$ cat config.mk
export PLATFORM = sky130hd
export DESIGN_NAME = csr_writeback_stage
export DESIGN_NICKNAME = d
export VERILOG_FILES = /design/src/rtl/csr_writeback_stage.sv
export SDC_FILE = /design/constraint.sdc
export NUM_CORES = 1
export LEC_CHECK = 0
export ABC_AREA = 1
export CAP_MARGIN = 10
export CORE_UTILIZATION = 30
export DETAILED_ROUTE_END_ITERATION = 10
export PLACE_DENSITY = 0.73
export SYNTH_ARGS = -nofsm -noshare
export SYNTH_HDL_FRONTEND = slang
export SYNTH_SLANG_ARGS = --single-unit
export TNS_END_PERCENT = 10
$ cat constraint.sdc
create_clock -name clk -period 3.2 [get_ports clk]
set_input_delay 0.64 -clock clk [delete_from_list [all_inputs] [get_ports clk]]
set_output_delay 0.64 -clock clk [all_outputs]
set_load 0.005 [all_outputs]
$ cat src/rtl/csr_writeback_stage.sv
// csr_writeback_stage: registered writeback with ECALL trap redirect/flush.
// Optional MEPC_CAPTURE_EN builds the exception-PC capture toward the CSR file.
module csr_writeback_stage #(
    parameter int          FLUSH_CYCLES = 3,
    parameter logic [31:0] RESET_PC     = 32'h0000_0000
) (
    input  logic        clk,
    input  logic        rst,
    input  logic        in_valid,
    input  logic [2:0]  in_csr_cmd,
    input  logic        in_rf_wen,
    input  logic [4:0]  in_rd_addr,
    input  logic [31:0] in_alu_out,
    input  logic [31:0] in_pc,
    input  logic [31:0] csr_rdata,
    input  logic [31:0] trap_vector,
    output logic        rf_wen,
    output logic [4:0]  rf_waddr,
    output logic [31:0] rf_wdata,
    output logic        wb_branch_hazard,
    output logic [31:0] redirect_pc,
    output logic        mepc_wen,
    output logic [31:0] mepc_wdata
);

    localparam logic [2:0] CSR_X     = 3'd0;
    localparam logic [2:0] CSR_W     = 3'd1;
    localparam logic [2:0] CSR_S     = 3'd2;
    localparam logic [2:0] CSR_C     = 3'd3;
    localparam logic [2:0] CSR_ECALL = 3'd4;

    localparam logic [0:0] RUN   = 1'b0;
    localparam logic [0:0] FLUSH = 1'b1;

    localparam logic [3:0] CNT_INIT = 4'(FLUSH_CYCLES - 1);

    logic [0:0] state;
    logic [3:0] cnt;
    logic       accept;
    logic       is_ecall;
    logic       is_csr_rd;
    logic       do_write;
    logic       do_trap;
    logic [31:0] wb_data;

    // Decode the incoming command and qualify acceptance by state.
    always_comb begin
        accept    = in_valid && (state == RUN);
        is_ecall  = 1'b0;
        is_csr_rd = 1'b0;
        unique case (in_csr_cmd)
            CSR_W, CSR_S, CSR_C: is_csr_rd = 1'b1;
            CSR_ECALL:           is_ecall  = 1'b1;
            default:             ;
        endcase
        do_trap  = accept && is_ecall;
        do_write = accept && !is_ecall && in_rf_wen
                   && (in_rd_addr != 5'd0);
        wb_data  = is_csr_rd ? csr_rdata : in_alu_out;
    end

    // Trap FSM: hold the hazard for FLUSH_CYCLES cycles after an ECALL.
    always_ff @(posedge clk or posedge rst) begin
        if (rst) begin
            state            <= RUN;
            cnt              <= 4'd0;
            wb_branch_hazard <= 1'b0;
            redirect_pc      <= RESET_PC;
        end else if (state == RUN) begin
            if (do_trap) begin
                state            <= FLUSH;
                cnt              <= CNT_INIT;
                wb_branch_hazard <= 1'b1;
                redirect_pc      <= trap_vector;
            end
        end else begin
            if (cnt == 4'd0) begin
                state            <= RUN;
                wb_branch_hazard <= 1'b0;
            end else begin
                cnt <= cnt - 4'd1;
            end
        end
    end

    // Register-file write port; data and address hold between writes.
    always_ff @(posedge clk or posedge rst) begin
        if (rst) begin
            rf_wen   <= 1'b0;
            rf_waddr <= 5'd0;
            rf_wdata <= 32'd0;
        end else begin
            rf_wen <= do_write;
            if (do_write) begin
                rf_waddr <= in_rd_addr;
                rf_wdata <= wb_data;
            end
        end
    end

`ifdef MEPC_CAPTURE_EN
    // One-cycle exception-PC capture pulse on trap entry.
    always_ff @(posedge clk or posedge rst) begin
        if (rst) begin
            mepc_wen   <= 1'b0;
            mepc_wdata <= 32'd0;
        end else begin
            mepc_wen <= do_trap;
            if (do_trap) begin
                mepc_wdata <= in_pc;
            end
        end
    end
`else
    assign mepc_wen   = 1'b0;
    assign mepc_wdata = 32'd0;

    logic unused_pc;
    assign unused_pc = ^in_pc;
`endif

endmodule

==> flow_summary_export.csv, run 1 <==
group,metric,value,unit
worst_setup_path,rr_endpoint,"rf_wdata[4]",
logic_synthesis,syn_area,3760,um2
logic_synthesis,synth_edf_count,0,
final_layout,stdcell_count,830,
place,placedCellCount,814,
power,p_per_area,704,nW/um2
worst_setup_path,arrival,2400,ps
final_layout,n_antenna_cell,0,
final_layout,nets,799,
clock_network,cts_resized,0,
worst_setup_path,path_max_fanout,32,
timing,finalSetupTns,0,ps
timing,finalCritPeriodShare,66.8,%
worst_setup_path,r2r-start,"state",
clock_network,root_buffer,"clkbuf_16",
timing,worst_slew_pin_slew,738,ps
hold_path,whs_endpoint,"rf_wdata[21]",
clock_network,postCtsSetupBuffers,0,
worst_setup_path,crit_path_end_kind,"register",
logic_synthesis,synth_warnings,0,
drt,drc_errors,0,
final_layout,seq_area,1900,um2
clock_network,clk_latency,330,ps
final_layout,area_delta_synth_final,56.4,%
drt,drt_first_iter_violations,104,
timing,finClkSkew,5.12,ps
clock_network,cts_tree,"done",
logic_synthesis,async_flop_share,100,%
global_routing,grt_max_degree,45,
logic_synthesis,yosysTopAreaCell,"dfrtp_1",
floorplanning,pin_count,244,
drt,wire_per_inst,11.4,um
drt,dr.pass1.iters,5,
logic_synthesis,ys_top_cells_by_count,"nand2_1 (188), dfrtp_1 (76), inv_1 (74)",
clock_network,numClockSinks,76,
timing,relSlewSlack,50.7,%
floorplanning,rows,40,
global_routing,grt.total_usage,14.9,%
drt,via_per_inst,4.13,
worst_setup_path,start_kind,"primary input",
clock_network,clkTransAtPathRegs,60,ps
worst_setup_path,r2r_setup_slack,1420,ps
status,outcome,"finished clean",
logic_synthesis,synth_top_area_share,50.6,%
power,finalPower,4.14,mW
floorplanning,core_area,12100,um2
timing,rsz0062_at_grt,"false",
timing,max_freq,468,MHz
worst_setup_path,worst-setup-path-type,"in2reg",
hold_path,hold_class,"reg2reg",
logic_synthesis,ys.flop_type,"dfrtp_1",
logic_synthesis,synth_top_cells_by_area,"dfrtp_1 (51%), nand2_1 (19%), inv_1 (7.4%)",
global_routing,grt_pass1_vias,3231,
drt,routed_wl,9480,um
global_routing,antenna_found_initial,0,
timing,fin_crit,2140,ps
place,place.gp.congestion,0.709,
flow_run,max_cap_viol_count,0,
global_routing,overflow,0,
power,ir_drop,0.000274,V
hold_path,min_from,"rf_wdata[21]",
drt,via_count,3426,
timing,setup_viol_count_final,0,
floorplanning,die_area,13000,um2
logic_synthesis,yosysSeqAreaShare,50.6,%
place,dp_hpwl,7300,um
global_routing,grt_pass1_wl,15000,um
final_layout,nFillCells,1195,
power,leakagePower,2.99,nW
clock_network,clockBufferDepth,2,
worst_setup_path,ff2ff_path_depth,6,
logic_synthesis,ys_ff_latch,76,
place,port_buffers,178,
clock_network,postCtsHoldBufs,0,
final_layout,layout-drive-gt1-share,4.23,%
final_layout,multi_input_area,1330,um2
floorplanning,start_util,31.0,%
floorplanning,die_w,114,um
logic_synthesis,synth_area_per_cell,7.77,um2
clock_network,cts_inserted_buffers,9,
logic_synthesis,syn_inst,484,
clock_network,cts_htree_levels,3,
timing,hold_viol,0,
floorplanning,fp.dieH,114,um
logic_synthesis,synth_most_common_cell,"nand2_1",
hold_path,hold_path_depth,2,
drt,ant_nets,0,
worst_setup_path,critical_path_required,3460,ps
timing,drv_slew,0,
logic_synthesis,synth.distinct_cells,21,
[metrics by stage]
stage	utilization, %	cell area [um2]	worst slack [ps]	hold slack [ps]
floorplan	-	3880	622	465
global placement	46.0	5580	729	453
detailed placement	46.0	5580	670	459
CTS	48.5	5880	1010	472
global route	48.5	5880	888	493
finish	48.5	5880	1060	469
[state kept, by name, summed over array words and instances (netlist names)]
signal and count:
state 1, cnt 4, redirect_pc 32, rf_wdata 32, rf_wen 1, wb_branch_hazard 1, rf_waddr 5
[logic make-up (layout without fill, tap and decap cells)]
logic type	count (synthesis)	in the layout	synth area share [%]
compound gates	69	69	9.55
other cells	1	33	0.0998
simple gates	207	207	21.7
flops	76	76	50.6
fa+ha+maj	2	2	0.666
buf+inv	129	275	17.4
[routing by layer]
layer  GRT usage [%]  vias to the layer above  routed length [um]
met5               0                        -                   0
met1            16.5                     1549                3810
met4            5.89                        0                 106
met2            26.3                      125                4770
li1                -                     1743                   -
met3            4.73                        9                 797
[cell type report]
cell class                 count  area share (%)
clock buffer                  12            4.36
clock inverter                 4           0.809
inverter                      75            4.81
multi-input combinational    311            22.6
sequential                    76            32.3
tap                          168            3.58
timing repair buffer         184            31.5
[cell usage in the layout, fill, tap and decap left out, drive strengths merged]
master,n
clkbuf,12
conb,33
ha,2
nor2,8
clkinvlp,1
bufinv,1
nand4,3
dfrtp,76
o21bai,1
nand3,7
a21oi,1
buf,6
o21ai,67
clkdlybuf4s50,178
and3,1
nand2,188
inv,74
clkinv,3
[where the power goes]
part           total [mW]  internal (mW)  leakage (nW)  switching [mW]
Combinational        1.54          0.936          1.89           0.600
Clock                1.02          0.644         0.149           0.373
Sequential           1.59           1.36         0.952           0.230
[worst max path at each step]
stage | start | end | slack (ps) | cells after the start
detailed placement | in_csr_cmd[1] | rf_wdata[31] | 670 | 7
floorplan | rst | cnt[0] | 620 | 1
global placement | in_csr_cmd[1] | rf_wdata[31] | 730 | 7
CTS | in_csr_cmd[1] | rf_wdata[31] | 1010 | 7
finish | in_csr_cmd[1] | rf_wdata[31] | 1060 | 7
global route | in_csr_cmd[1] | rf_wdata[4] | 890 | 8
[worst max-delay path: stages]
cell and delay (ps):
clkdlybuf4s50_1 460, o21bai_4 600, buf_4 350, nand2_1 100
o21ai_0 80, nand2_1 70, nand2_1 70
Note: power is estimated with default switching activity, not from simulation.
==> run 2, diff against run 1 <==
Settings changed: PLACE_DENSITY 0.73 to 0.75.
Clock period 3.2 ns to 1.8 ns, I/O delays scaled along.
==> flow_summary_export.csv, run 2 (synthesis results as in run 1) <==
group,metric,value,unit
status,outcome,"finished clean",
final_layout,nFillCells,1186,
place,place_ws,24.6,ps
worst_setup_path,critical_path_required,1440,ps
clock_network,cts_resized,0,
flow_run,max_cap_viol_count,0,
timing,rsz0062_at_grt,"false",
final_layout,multi_input_area,1330,um2
timing,fin_crit,1570,ps
worst_setup_path,critical-path-slowest-cell,"clkdlybuf4s50_1",
timing,finalCritPeriodShare,87.3,%
clock_network,cts_tree,"done",
worst_setup_path,critPathBufInv,1,
final_layout,area_delta_synth_final,57.0,%
final_layout,stdcell_count,832,
drt,drc_errors,0,
clock_network,cts_inserted_buffers,9,
drt,dr.pass1.iters,5,
global_routing,grt_pass1_vias,2911,
drt,via_count,3277,
floorplanning,die_w,114,um
floorplanning,die_area,13000,um2
global_routing,grt_pass1_wl,14500,um
final_layout,top_regs,"redirect_pc x32, rf_wdata x32, rf_waddr x5",
worst_setup_path,r2r-start,"state",
clock_network,cts_htree_levels,3,
floorplanning,pin_count,244,
floorplanning,core_area,12100,um2
worst_setup_path,start_kind,"register",
worst_setup_path,r2r_setup_slack,440,ps
place,dp_hpwl,6610,um
place,port_buffers,178,
final_layout,layout_commonest_cell,"nand2_1",
worst_setup_path,cp_top_family,"buffers and inverters",
clock_network,clkTransAtPathRegs,60,ps
timing,setup_viol_count_final,0,
global_routing,antenna_found_initial,0,
power,p_per_area,1210,nW/um2
global_routing,grt_max_degree,77,
power,finalPower,7.12,mW
global_routing,grt.total_usage,14.5,%
final_layout,nets,802,
place,place.gp.congestion,0.705,
timing,drv_slew,0,
final_layout,seq_area,1900,um2
drt,wire_per_inst,11.0,um
global_routing,overflow,0,
worst_setup_path,rr_endpoint,"rf_wdata[19]",
worst_setup_path,ff2ff_path_depth,6,
drt,routed_wl,9160,um
place,placedCellCount,817,
worst_setup_path,arrival,1210,ps
timing,max_freq,636,MHz
worst_setup_path,path_cells,"clkdlybuf4s50_1",
clock_network,clockBufferDepth,2,
timing,finClkSkew,5.74,ps
drt,via_per_inst,3.94,
clock_network,numClockSinks,76,
clock_network,postCtsSetupBuffers,0,
hold_path,hold_class,"in2async",
timing,hold_viol,0,
drt,drt_first_iter_violations,121,
clock_network,root_buffer,"clkbuf_16",
floorplanning,fp.dieH,114,um
floorplanning,start_util,31.0,%
final_layout,most-common-layout-cells,"nand2_1 (188), clkdlybuf4s50_1 (178), dfrtp_1 (76), inv_1 (73), o21ai_1 (35)",
timing,setup_slack,229,ps
floorplanning,rows,40,
power,ir_drop,0.000362,V
final_layout,n_antenna_cell,0,
worst_setup_path,worst-setup-path-type,"reg2out",
worst_setup_path,crit_path_end_kind,"primary output",
power,leakagePower,3.00,nW
timing,finalSetupTns,0,ps
final_layout,layout-drive-gt1-share,4.22,%
drt,ant_nets,0,
clock_network,postCtsHoldBufs,0,
clock_network,clk_latency,320,ps
worst_setup_path,max_stage_delay,550,ps
worst_setup_path,path_max_fanout,2,
run 2: metrics by stage:
stage / area, um2 / util [%] / hold WS [ps]
2_1_floorplan: 3880 / - / 465
3_3_place_gp: 5650 / 46.7 / 453
3_5_place_dp: 5650 / 46.7 / 457
4_1_cts: 5900 / 48.7 / 472
5_1_grt: 5900 / 48.7 / 484
6_report: 5900 / 48.7 / 466
run 2: area by class of cell:
class	instances	share of cell area [%]
flip-flops and latches	76	32.2
clock buffers	12	4.01
well taps	168	3.56
inverters	75	4.83
clock inverters	3	0.254
multi-input cells	311	22.5
repair buffers	187	32.6
run 2: worst max path at each step:
stage	from	endpoint	depth (start not counted)
CTS	rf_waddr[2]	rf_waddr[2]	1
floorplan	state	redirect_pc[11]	7
global route	rf_wdata[0]	rf_wdata[0]	1
global placement	in_csr_cmd[0]	rf_wdata[7]	7
detailed placement	in_csr_cmd[0]	rf_wdata[2]	8
finish	rf_waddr[2]	rf_waddr[2]	1
run 2: tightest hold or removal path, stage by stage:
cell             delay [ps]
clkdlybuf4s50_1         440
clkinvlp_4              100
buf_12                  310
run 2: layer usage:
layer  track usage, %  part of all wire [%]  vias to the layer above
met1             17.7                    44                     1395
met5                0                     0                        -
met4             4.68                  0.99                        0
met2             23.9                    47                      129
met3             5.26                   7.9                        8
li1                 -                     -                     1745
run 2: where the power goes:
group | internal [mW] | total, mW | leakage (nW) | switching, mW
clock network | 0.919 | 1.56 | 0.126 | 0.637
logic | 1.70 | 2.77 | 1.92 | 1.07
registers | 2.41 | 2.79 | 0.952 | 0.383
total | 5.03 | 7.12 | 3.00 | 2.09
==> run 3, diff against run 2 <==
Settings changed: CTS_CLUSTER_SIZE set to 40.
==> results of run 3 <==
The final DEF is identical to that of run 2; final timing and power are the same.
